===== src/rtl/axis_fifo_thresh_if.sv =====
// AXI-Stream channel bundle used for both sides of axis_fifo_thresh.
// The master drives data/valid, and the slave drives ready.
interface axis_fifo_thresh_if #(
    parameter int WIDTH = 24
);
    logic [WIDTH-1:0] TDATA;
    logic             TVALID;
    logic             TREADY;

    modport master (output TDATA, output TVALID, input TREADY);
    modport slave  (input TDATA, input TVALID, output TREADY);
endinterface


===== src/rtl/axis_fifo_thresh.sv =====
// First-word fall-through AXI-Stream FIFO with occupancy, high-water mark and
// almost-full/almost-empty flags; supports non-power-of-two depths.
module axis_fifo_thresh #(
    parameter int WIDTH     = 24,
    parameter int DEPTH     = 16,
    parameter int AFULL_TH  = 12,
    parameter int AEMPTY_TH = 2,
    localparam int CW       = $clog2(DEPTH + 1)
) (
    input  logic                  ap_clk,
    input  logic                  ap_rst,
    input  logic                  flush,
    input  logic                  clear_max,
    axis_fifo_thresh_if.slave     in0_V_V,
    axis_fifo_thresh_if.master    out_V_V,
    output logic [CW-1:0]         count,
    output logic [CW-1:0]         max_count,
    output logic                  almost_full,
    output logic                  almost_empty
);
    localparam int            PW        = (DEPTH > 1) ? $clog2(DEPTH) : 1;
    localparam logic [CW-1:0] DEPTH_C   = CW'(DEPTH);
    localparam logic [CW-1:0] AFULL_C   = CW'(AFULL_TH);
    localparam logic [CW-1:0] AEMPTY_C  = CW'(AEMPTY_TH);
    localparam logic [PW-1:0] LAST_PTR  = PW'(DEPTH - 1);

    logic [WIDTH-1:0] r_mem [DEPTH];
    logic [PW-1:0]    r_wr_ptr;
    logic [PW-1:0]    r_rd_ptr;
    logic [CW-1:0]    r_count;
    logic [CW-1:0]    r_max;
    logic             r_not_full;
    logic             r_valid;
    logic             r_afull;
    logic             r_aempty;

    logic [PW-1:0]    w_wr_ptr_nxt;
    logic [PW-1:0]    w_rd_ptr_nxt;
    logic [CW-1:0]    w_cnt_nxt;
    logic [CW-1:0]    w_max_nxt;
    logic             w_tready;
    logic             w_wr;
    logic             w_rd;

    // r_not_full resets low, so ready cannot rise before the first edge after reset.
    assign w_tready = r_not_full & ~flush;
    assign w_wr     = in0_V_V.TVALID & w_tready;
    assign w_rd     = r_valid & out_V_V.TREADY & ~flush;

    // Next pointers and occupancy; flush overrides any transfer in the same cycle.
    always_comb begin
        w_wr_ptr_nxt = r_wr_ptr;
        w_rd_ptr_nxt = r_rd_ptr;
        w_cnt_nxt    = r_count;
        if (flush) begin
            w_wr_ptr_nxt = {PW{1'b0}};
            w_rd_ptr_nxt = {PW{1'b0}};
            w_cnt_nxt    = {CW{1'b0}};
        end else begin
            if (w_wr) begin
                w_wr_ptr_nxt = (r_wr_ptr == LAST_PTR) ? {PW{1'b0}} : r_wr_ptr + PW'(1);
            end else begin
                w_wr_ptr_nxt = r_wr_ptr;
            end
            if (w_rd) begin
                w_rd_ptr_nxt = (r_rd_ptr == LAST_PTR) ? {PW{1'b0}} : r_rd_ptr + PW'(1);
            end else begin
                w_rd_ptr_nxt = r_rd_ptr;
            end
            case ({w_wr, w_rd})
                2'b10:   w_cnt_nxt = r_count + CW'(1);
                2'b01:   w_cnt_nxt = r_count - CW'(1);
                default: w_cnt_nxt = r_count;
            endcase
        end
    end

    // High-water mark tracks the post-update occupancy; clear_max reloads it.
    always_comb begin
        w_max_nxt = r_max;
        if (clear_max) begin
            w_max_nxt = w_cnt_nxt;
        end else if (w_cnt_nxt > r_max) begin
            w_max_nxt = w_cnt_nxt;
        end else begin
            w_max_nxt = r_max;
        end
    end

    // Control state and status flags, registered from the next occupancy.
    always_ff @(posedge ap_clk or posedge ap_rst) begin
        if (ap_rst) begin
            r_wr_ptr   <= {PW{1'b0}};
            r_rd_ptr   <= {PW{1'b0}};
            r_count    <= {CW{1'b0}};
            r_max      <= {CW{1'b0}};
            r_not_full <= 1'b0;
            r_valid    <= 1'b0;
            r_afull    <= 1'b0;
            r_aempty   <= 1'b1;
        end else begin
            r_wr_ptr   <= w_wr_ptr_nxt;
            r_rd_ptr   <= w_rd_ptr_nxt;
            r_count    <= w_cnt_nxt;
            r_max      <= w_max_nxt;
            r_not_full <= (w_cnt_nxt < DEPTH_C);
            r_valid    <= (w_cnt_nxt != {CW{1'b0}});
            r_afull    <= (w_cnt_nxt >= AFULL_C);
            r_aempty   <= (w_cnt_nxt <= AEMPTY_C);
        end
    end

    // Storage array; contents are not reset.
    always_ff @(posedge ap_clk) begin
        if (w_wr) begin
            r_mem[r_wr_ptr] <= in0_V_V.TDATA;
        end
    end

    assign in0_V_V.TREADY = w_tready;
    assign out_V_V.TVALID = r_valid;
    assign out_V_V.TDATA  = r_mem[r_rd_ptr];
    assign count          = r_count;
    assign max_count      = r_max;
    assign almost_full    = r_afull;
    assign almost_empty   = r_aempty;
endmodule


===== src/flat_wrapper.sv =====
// flat-port wrapper written by rule: the top's interface ports become plain ports
module axis_fifo_thresh_flat 
#(
    parameter int WIDTH     = 24,
    parameter int DEPTH     = 16,
    parameter int AFULL_TH  = 12,
    parameter int AEMPTY_TH = 2,
    localparam int CW       = $clog2(DEPTH + 1)
)
  (ap_clk, ap_rst, flush, clear_max, count, max_count, almost_full, almost_empty, in0_V_V_TDATA, in0_V_V_TVALID, in0_V_V_TREADY, out_V_V_TDATA, out_V_V_TVALID, out_V_V_TREADY);
  axis_fifo_thresh_if #(.WIDTH(WIDTH)) in0_V_V_i ();
  axis_fifo_thresh_if #(.WIDTH(WIDTH)) out_V_V_i ();
  input  logic ap_clk;
  input  logic ap_rst;
  input  logic flush;
  input  logic clear_max;
  output logic [CW-1:0] count;
  output logic [CW-1:0] max_count;
  output logic almost_full;
  output logic almost_empty;
  input wire logic [$bits(in0_V_V_i.TDATA)-1:0] in0_V_V_TDATA;
  input wire logic [$bits(in0_V_V_i.TVALID)-1:0] in0_V_V_TVALID;
  output wire logic [$bits(in0_V_V_i.TREADY)-1:0] in0_V_V_TREADY;
  output wire logic [$bits(out_V_V_i.TDATA)-1:0] out_V_V_TDATA;
  output wire logic [$bits(out_V_V_i.TVALID)-1:0] out_V_V_TVALID;
  input wire logic [$bits(out_V_V_i.TREADY)-1:0] out_V_V_TREADY;
  assign in0_V_V_i.TDATA = in0_V_V_TDATA;
  assign in0_V_V_i.TVALID = in0_V_V_TVALID;
  assign in0_V_V_TREADY = in0_V_V_i.TREADY;
  assign out_V_V_TDATA = out_V_V_i.TDATA;
  assign out_V_V_TVALID = out_V_V_i.TVALID;
  assign out_V_V_i.TREADY = out_V_V_TREADY;
  axis_fifo_thresh #(.WIDTH(WIDTH), .DEPTH(DEPTH), .AFULL_TH(AFULL_TH), .AEMPTY_TH(AEMPTY_TH)) u_core (.ap_clk(ap_clk), .ap_rst(ap_rst), .flush(flush), .clear_max(clear_max), .in0_V_V(in0_V_V_i), .out_V_V(out_V_V_i), .count(count), .max_count(max_count), .almost_full(almost_full), .almost_empty(almost_empty));
endmodule

===== config.mk =====
export PLATFORM = sky130hd
export DESIGN_NAME = axis_fifo_thresh_flat
export DESIGN_NICKNAME = d
export VERILOG_FILES = /design/src/rtl/axis_fifo_thresh_if.sv /design/src/rtl/axis_fifo_thresh.sv /design/src/flat_wrapper.sv
export SDC_FILE = /design/constraint.sdc
export NUM_CORES = 1
export LEC_CHECK = 0
export ABC_AREA = 1
export CAP_MARGIN = 15
export CORE_MARGIN = 2
export CORE_UTILIZATION = 50
export CTS_BUF_LIST = sky130_fd_sc_hd__clkbuf_4
export DETAILED_ROUTE_END_ITERATION = 8
export GPL_TIMING_DRIVEN = 0
export PLACE_DENSITY = 0.64
export SETUP_SLACK_MARGIN = 0.2
export SLEW_MARGIN = 20
export SYNTH_ARGS = -nofsm -noshare
export SYNTH_HDL_FRONTEND = slang
export SYNTH_SLANG_ARGS = --single-unit
export TNS_END_PERCENT = 30

===== constraint.sdc =====
create_clock -name ap_clk -period 7.1 [get_ports ap_clk]
set_input_delay 0.71 -clock ap_clk [delete_from_list [all_inputs] [get_ports ap_clk]]
set_output_delay 0.71 -clock ap_clk [all_outputs]
set_load 0.01 [all_outputs]

# == Yosys cells after proc, flatten, opt, wreduce, memory -nomap -nowiden ==
# Memories as Yosys holds them, arrays and structs flattened.
# Cells that the tools add are included.
# word_totals
ff_bits,22
ram_bits,384
inputBits,30
mem_count,1
# memory_table
memory,words,word_bits,rd,rd_clocked_by_memory_dff,wr,line_no,rtl
u_core.r_mem,16,24,1,0,1,axis_fifo_thresh.sv:27,logic [WIDTH-1:0] r_mem [DEPTH];
# op_classes
add_sub_neg,4
magnitude_cmp,4
n_eq_ne,4
n_mux,12
bitwise_logic,5
reduce_logical,4
# op_table
cell,count
$mux W4,6
$mux W5,3
$pmux W5 S2,1
$add A4 B1 Y4 const B,2
$eq A4 B4 Y1 const B,2
$reduce_bool A2 Y1,3
$add A5 B1 Y5 const B,1
$ge A5 B4 Y1 const B,1
$gt A5 B5 Y1,1
$le A5 B2 Y1 const B,1
$lt A5 B5 Y1 const B,1
$reduce_bool A5 Y1,1
$sub A5 B1 Y5 const B,1
$and A1 B1 Y1,4
$eq A2 B1 Y1 const B,1
$eq A2 B2 Y1 const B,1
$mux W1,2
$not A1 Y1,1

# == Longest topological paths before layout ==
# Gate-level depths: netlist of run 1.
# logic_depth
ltp_word,9
depth_mapped,25
ltp_nobuf,25

# == Least setup slack after synthesis of run 1 ==
# No wires, ideal clock.
# synth_path
path_kind,input-to-reg
start,input port flush
end,"register u_core.r_max[3], in the netlist u_core.max_count[3]"
t_arrival_ns,3.202
required_time_ns,6.963
path_slack_ns,3.761
stages,21
path_buffers,0
path_cell_list,nor2_1 nand2_1 ha_1 nand2_1 inv_1 nor2_1 ha_1 inv_1 nand2_1 nand3_1 nand3_1 nand3_1 nand2_1 inv_1 ha_1 nand2_1 nor2_1 nand2_1 o211ai_1 a21oi_1 o21ai_0
# synth_between
elab_chain_len,8
# synth_rtl
item,line_no,rtl
from (decl),flat_wrapper.sv:15,input logic flush;
$not A1 Y1,"axis_fifo_thresh.sv:46, axis_fifo_thresh.sv:48",
$and A1 B1 Y1,axis_fifo_thresh.sv:46,assign w_tready = r_not_full & ~flush;
$and A1 B1 Y1,axis_fifo_thresh.sv:47,assign w_wr = in0_V_V.TVALID & w_tready;
$eq A2 B1 Y1 / $eq A2 B2 Y1 (equally long branches),axis_fifo_thresh.sv:70,"case ({w_wr, w_rd})"
$pmux W5 S2,axis_fifo_thresh.sv:70,
$mux W5 *,axis_fifo_thresh.sv:55,if (flush) begin
net u_core.w_cnt_nxt[4],axis_fifo_thresh.sv:39,logic [CW-1:0] w_cnt_nxt;
$gt A5 B5 Y1 *,axis_fifo_thresh.sv:83,end else if (w_cnt_nxt > r_max) begin
$reduce_bool A2 Y1 (no line) *,n/a,
to (signal assigned),axis_fifo_thresh.sv:96,r_max <= {CW{1'b0}};
to (signal assigned),axis_fifo_thresh.sv:105,r_max <= w_max_nxt;
to (decl),axis_fifo_thresh.sv:31,logic [CW-1:0] r_max;
# Mark *: on every way through the listed nets, which the timed path passes. The rest lies on a longest branch. The select of a mux whose other input is x is not followed.
# A chain may end at the register's enable or synchronous reset.

# == Final worst setup path of run 1 ==
# layout_path
start,register u_core.r_rd_ptr[3]
end,output port out_V_V_TDATA[12]
# layout_between
elab_chain_len,1
# layout_rtl
item,line_no,rtl
from (decl),axis_fifo_thresh.sv:29,logic [PW-1:0] r_rd_ptr;
from (signal assigned),axis_fifo_thresh.sv:94,r_rd_ptr <= {PW{1'b0}};
from (signal assigned),axis_fifo_thresh.sv:103,r_rd_ptr <= w_rd_ptr_nxt;
$mem_v2 Z16 W24,n/a,
to (decl),flat_wrapper.sv:24,output wire logic [$bits(out_V_V_i.TDATA)-1:0] out_V_V_TDATA;
# Every way passes these cells.

==> impl_results.md, run 1 <==
* Netlist Area Pre-Place at 16370 um2
* TritonCTS clock tree: yes
* Detailed-route vias per instance at slightly below 6
* Post-DRT Antenna Nets at 0
* Warning count from the yosys run at 0
* Y dimension of the die at 184.9 um
* CP max FO at 10
* Via count of the first global-routing pass at 11230
* Leak at 0.006499 uW
* Crit path top cell by count: sky130_fd_sc_hd__clkbuf_1
* Power density normalized to cell area at 334.9 nW/um2
* Type of the most critical hold path: primary input to async pin
* Capture instance of the worst register-to-register path: u_core.max_count[3]
* Data required time at the worst endpoint at 6390 ps
* Router iterations before antenna repair at 6
* Core footprint at 32370 um2
* Peak per-stage delay on the critical path at 910 ps
* DRT Wirelength at 48.95 mm
* Post-CTS Repair Setup Buffers at 0
* Sinks on Clock Net at 406
* Full die area at between 30000 and 40000 um2
* Setup repair after global routing missed its margin: no
* Core Util, Final at between 50% and 60%
* # setup viols final at 0
* Critical path start-end classification: register to output pin
* Area Overhead vs Synth at 18.53%
* Clock-pin slew on the worst setup and hold paths at 70 ps
* Worst hold slack across all endpoints at 436.9 ps
* Vias after detailed routing at about 12000
* WL/cell at 24.45 um
* Synthesized Nets at 1345
* Cts-stage hold buffer count at 0
* Number of max-cap violations at 0
* Die X-Extent at approximately 180 um
* Flops & latches, synth at 406
* Largest net degree at the start of global routing at 23
* Post-synth EDFFs at 384
* Slew Limit Fails at 0
* Critical Path, Cell by Cell: clkbuf_1 -> clkbuf_1 -> o211ai_1 -> nand2_1 -> clkdlybuf4s50_1
* Number of cell rows at 66
* Clock latency on the worst-skew pair at around 740 ps
* Largest buffer count on any clock path at 3
* Synth Instances at about 1300
* GP Congestion at 0.8520
* Mean instance size in the synthesized netlist at 12.57 um2
* Reg2reg setup slack at 3670 ps
* 1st-iter DRT viols at 1434
* Proportion of layout cells with a drive suffix above 1 at roughly 15%
* Portion of the clock cycle consumed by the worst path in the final layout at between 60% and 70%
* Share of the yosys chip area belonging to registers at 73.81%
* TritonCTS Buffers at between 100 and 150
* Count of unresolved DRC violations after routing at 0
* F_max at 0.2344 GHz
* IO buf count at 67
* Antenna violations before repair at 1
* Async S/R FF share, synth at 5.419%
* Type of destination of the critical path: output pin
* Post-Route Setup TNS at 0 ps
* Depth of the worst register-to-register path at 16
* Initial cell density of the core at 50.57%
* Final Hold Vio Count at 0
* Clock tree root driver cell: sky130_fd_sc_hd__clkbuf_4
* Actual transition at the worst max-transition pin at roughly 1200 ps
* Wire length of the first global-routing pass at just over 70 mm
* Overall routing resource usage at 29.26%
* Worst clock skew at 30.76 ps
* Headroom to the max-slew limit at about 23%
* Worst reg2reg path startpoint: u_core.out_V_V.TVALID
* Top Ports at between 60 and 70
* Cts repair resizes at 0
* # nets final at ~1500
* HPWL after DPL at between 30 and 40 mm
* Distinct cell type count of the synthesized netlist at 24
* Ys flop type: sky130_fd_sc_hd__edfxtp_1
* H-Tree Depth at 3
* Minimum clock period after layout at 4266 ps
* Status: complete, no violations
* Data arrival, critical path at 3560 ps
* Family of cells with the greatest summed delay on the critical path: buffers and inverters
* Element type at the critical path start: register
* Worst path bufs/invs at 3
* Max IR drop VDD at 0.2068 mV
* Total congestion overflow after global routing at 0
* Highest-delay cell along the critical path: sky130_fd_sc_hd__clkbuf_1
flip-flops by register name, summed over array words and instances, names as in the netlist:
name                   count
u_core.r_wr_ptr            4
u_core.almost_empty        1
u_core.r_not_full          1
u_core.r_mem             384
u_core.max_count           5
u_core.count               5
u_core.r_rd_ptr            4
u_core.out_V_V.TVALID      1
u_core.almost_full         1
synth_stat cells (all sizes together) (3+ instances only):
cell,n,area (um2)
a21oi,7,35.03
buf,36,212.7
clkbuf,42,157.7
dfrtp,21,525.5
edfxtp,384,11530
ha,13,162.7
inv,28,105.1
nand2,81,304.0
nand3,30,150.1
nor2,317,1190
o211ai,97,728.2
o21ai,236,1181
xor2,3,26.28
kinds of logic (layout without fill, tap and decap cells):
kind of cell / Yosys count / count (layout) / share of synthesized area, %
adder cells (fa/ha/maj): 13 / 13 / 0.9937
AO/OA/AOI/OAI: 342 / 342 / 11.95
AND/OR/NAND/NOR: 429 / 429 / 10.07
other: 0 / 1 / 0
XOR/XNOR: 4 / 4 / 0.2141
buffers and inverters: 108 / 365 / 2.950
flip-flops: 406 / 406 / 73.81
where the power goes:
group	internal (uW)	leakage (uW)	total, uW	switching, uW
Sequential	2680	0.00374	2720	35.3
Clock	1040	0.000776	1950	917
Combinational	597	0.00198	1830	1230
worst max path at each step:
stage | start | to | slack, ps | cells after the start
finish | u_core.r_rd_ptr[3] | out_V_V_TDATA[12] | 2830 | 5
detailed placement | flush | u_core.max_count[3] | 2740 | 22
global placement | flush | u_core.r_mem[1][7] | 2060 | 6
floorplan | flush | u_core.max_count[3] | 3760 | 21
CTS | u_core.r_rd_ptr[3] | out_V_V_TDATA[12] | 2790 | 5
global route | u_core.r_rd_ptr[3] | out_V_V_TDATA[12] | 2790 | 5
routing by layer:
| layer | routed length, um | vias up | global-route usage [%] |
|---|---|---|---|
| met5 | 0 | - | 0 |
| met4 | 1723 | 0 | 13.05 |
| met1 | 18720 | 5681 | 39.57 |
| li1 | - | 5188 | - |
| met2 | 22820 | 757 | 45.99 |
| met3 | 5690 | 126 | 6.213 |
cell usage in the layout (no fill, tap or decap), types with 21 or more instances in the layout:
cell and instances:
sky130_fd_sc_hd__clkbuf_1 42, sky130_fd_sc_hd__clkbuf_4 158, sky130_fd_sc_hd__clkdlybuf4s50_1 67, sky130_fd_sc_hd__dfrtp_1 21, sky130_fd_sc_hd__edfxtp_1 384, sky130_fd_sc_hd__inv_1 27
sky130_fd_sc_hd__nand2_1 81, sky130_fd_sc_hd__nand3_1 30, sky130_fd_sc_hd__nor2_1 301, sky130_fd_sc_hd__o211ai_1 97, sky130_fd_sc_hd__o21ai_0 206, sky130_fd_sc_hd__o21ai_1 30
cell type report:
cell class,count,area (um2)
Sequential cell,406,12080
Multi-Input combinational cell,788,3924
Antenna cell,1,2.502
Fill cell,2631,12970
Tap cell,442,553.0
Inverter,30,112.6
Timing Repair Buffer,84,1079
Clock buffer,158,1186
Clock inverter,15,92.59
Buffer,78,370.4
through the flow:
stage | std cells | total power (uW) | worst slack [ps] | cell area (um2)
3_3_place_gp | 1811 | 4527 | 2064 | 17590
5_1_grt | 2002 | 6799 | 2793 | 19400
3_5_place_dp | 1828 | 4564 | 2738 | 18120
4_1_cts | 2001 | 6500 | 2794 | 19400
6_report | 2002 | 6497 | 2834 | 19400
2_1_floorplan | 1302 | 3734 | 3761 | 16370
(Power assumes the default switching activity.)
==> inputs of run 2 (changes only) <==
- PLACE_DENSITY: 0.64 -> 0.66
- clock period: 7.1 -> 3.6 ns (I/O delays scaled with it)
==> run 2 against run 1 <==
  * Routed wire length is 0.53% higher
  * Highest routed layer unchanged
  * Register-to-register slack worse by 3200 ps
  * Via count is 0.66% higher
  * Critical endpoint is now out_V_V_TDATA[14]
  * Largest power group unchanged
  * Final cell count is 0.55% higher
==> impl_results.md, run 2 (synthesized netlist as in run 1, its figures left out) <==
* Peak per-stage delay on the critical path at 530 ps
* Final Hold Vio Count at 0
* Setup repair after global routing missed its margin: yes
* Number of max-cap violations at 0
* Worst reg2reg path startpoint: u_core.out_V_V.TVALID
* Depth of the worst register-to-register path at 22
* Minimum clock period after layout at 3410 ps
* CP max FO at 10
* Top Ports at 68
* Type of destination of the critical path: output pin
* Cts-stage hold buffer count at 0
* GP Congestion at 0.8447
* Y dimension of the die at roughly 180 um
* Largest register FFs at 384
* WL/cell at 24.45 um
* DRT Wirelength at between 40 and 50 mm
* Slew Limit Fails at 0
* Count of unresolved DRC violations after routing at 0
* IO buf count at 67
* Post-Route Setup TNS at 0 ps
* Type of the most critical hold path: primary input to async pin
* Core footprint at 32370 um2
* Post-DRT Antenna Nets at 0
* Clock latency on the worst-skew pair at 780 ps
* Clock-pin slew on the worst setup and hold paths at approximately 70 ps
* HPWL after DPL at 30.09 mm
* Die X-Extent at 184.9 um
* Total congestion overflow after global routing at 0
* Initial cell density of the core at 50.57%
* Leak at 0.006725 uW
* Data required time at the worst endpoint at 3240 ps
* Status: complete, no violations
* Number of cell rows at 66
* Area Overhead vs Synth at 19.88%
* Wire length of the first global-routing pass at 71.64 mm
* Critical path launch point: u_core.r_rd_ptr[1]
* Full die area at 34200 um2
* Element type at the critical path start: register
* Power density normalized to cell area at 663.2 nW/um2
* Clock tree root driver cell: sky130_fd_sc_hd__clkbuf_4
* Overall routing resource usage at ~30%
* TritonCTS Buffers at about 110
* Commonest non-fill, non-tap cell in the layout: sky130_fd_sc_hd__edfxtp_1
* Top library cells by usage in the layout, fill and taps aside: 384 x sky130_fd_sc_hd__edfxtp_1, 299 x sky130_fd_sc_hd__nor2_1, 205 x sky130_fd_sc_hd__o21ai_0, 166 x sky130_fd_sc_hd__clkbuf_4, 97 x sky130_fd_sc_hd__o211ai_1
* Largest buffer count on any clock path at 3
* F_max at 0.2932 GHz
* Portion of the clock cycle consumed by the worst path in the final layout at 94.73%
* Family of cells with the greatest summed delay on the critical path: buffers and inverters
* Antenna violations before repair at 1
* Critical Path, Cell by Cell: buf_2 -> clkbuf_2 -> o21ai_0 -> o211ai_1 -> nand3_1 -> nand2_1 -> clkdlybuf4s50_1
* Max IR drop VDD at 0.3844 mV
* Actual transition at the worst max-transition pin at approximately 1000 ps
* Worst clock skew at slightly above 50 ps
* Highest-delay cell along the critical path: sky130_fd_sc_hd__clkdlybuf4s50_1
* Via count of the first global-routing pass at 11620
* Vias after detailed routing at 11830
* H-Tree Depth at 3
* Detailed-route vias per instance at 5.876
* Router iterations before antenna repair at 5
* Critical path start-end classification: register to output pin
* 1st-iter DRT viols at 1561
* TritonCTS clock tree: yes
* # nets final at 1536
* Proportion of layout cells with a drive suffix above 1 at a little under a fifth
* # setup viols final at 0
* Largest net degree at the start of global routing at 23
* Critical path depth in cells at 7
* Headroom to the max-slew limit at approximately a third
* Most flop-heavy register: u_core.r_mem
* Worst path bufs/invs at 3
* Data arrival, critical path at just over 3000 ps
* Sinks on Clock Net at 406
* Core Util, Final at 60.62%
run 2: worst register-to-register path, cell delays in order (launching register included):
cell and delay [ps]:
sky130_fd_sc_hd__dfrtp_1 340, sky130_fd_sc_hd__nand2_1 150, sky130_fd_sc_hd__nor2_4 220, sky130_fd_sc_hd__ha_4 210
sky130_fd_sc_hd__nand2_1 70, sky130_fd_sc_hd__inv_1 90, sky130_fd_sc_hd__nor2_1 70, sky130_fd_sc_hd__ha_1 180
sky130_fd_sc_hd__inv_1 50, sky130_fd_sc_hd__nand2_1 80, sky130_fd_sc_hd__nand3_1 130, sky130_fd_sc_hd__nand2_1 70
sky130_fd_sc_hd__nand2_1 70, sky130_fd_sc_hd__nand3_1 110, sky130_fd_sc_hd__nand2_2 130, sky130_fd_sc_hd__inv_1 70
sky130_fd_sc_hd__ha_1 280, sky130_fd_sc_hd__nand2_1 90, sky130_fd_sc_hd__nor2_1 60, sky130_fd_sc_hd__nand2_1 50
sky130_fd_sc_hd__o211ai_1 130, sky130_fd_sc_hd__a21oi_2 260, sky130_fd_sc_hd__o21ai_0 120
run 2: report_power, final:
part	leakage (uW)	switching (uW)	internal (uW)
Sequential	0.00374	69.1	5290
Clock	0.000799	1850	2060
Combinational	0.00218	2460	1290
run 2: area by class of cell:
class	count	area, um2
clock inverter	20	95.09
fill	2609	12750
timing repair buffer	84	1065
sequential	406	12080
clock buffer	164	1231
multi-input combinational	788	3955
buffer	78	521.8
inverter	30	116.4
antenna	1	2.502
tap	442	553.0
run 2: path summary, 6_finish.rpt:
| kind | endpoint | slack [ps] |
|---|---|---|
| setup / recovery | out_V_V_TDATA[14] | 190 |
| hold / removal | u_core.r_rd_ptr[1] | 80 |
| setup reg to reg | u_core.max_count[3] | 450 |
| hold reg to reg | u_core.max_count[3] | 510 |
| max in group asynchronous | u_core.r_rd_ptr[0] | 2910 |
| min in group ap_clk | u_core.max_count[3] | 360 |
run 2: metal layers:
metal	routed length [um]	global-route usage [%]	part of all wire, %
met1	19460	40.22	40
met5	0	0	0
met4	1846	12.79	3.8
met2	22880	46.47	46
met3	5027	5.761	10
run 2: stage by stage:
| stage | setup slack, ps | std cells | instance area [um2] | hold slack [ps] | total power, uW |
|---|---|---|---|---|---|
| after floorplan | 610.9 | 1302 | 16370 | 348.5 | 7364 |
| after global placement | -1025 | 1811 | 17590 | 498.4 | 8916 |
| after detailed placement | -333.7 | 1827 | 18100 | 502.4 | 9002 |
| after CTS | 93.21 | 2012 | 19590 | 72.44 | 12980 |
| after global routing | 46.08 | 2013 | 19620 | 138.1 | 13610 |
| final | 189.7 | 2013 | 19620 | 83.15 | 13020 |
run 2: what timing repair did:
item                       in CTS  in global routing
gates resized for setup        82                 11
setup endpoints to repair      27                 25
pin swaps                       3                  2
buffers inserted                1                  0
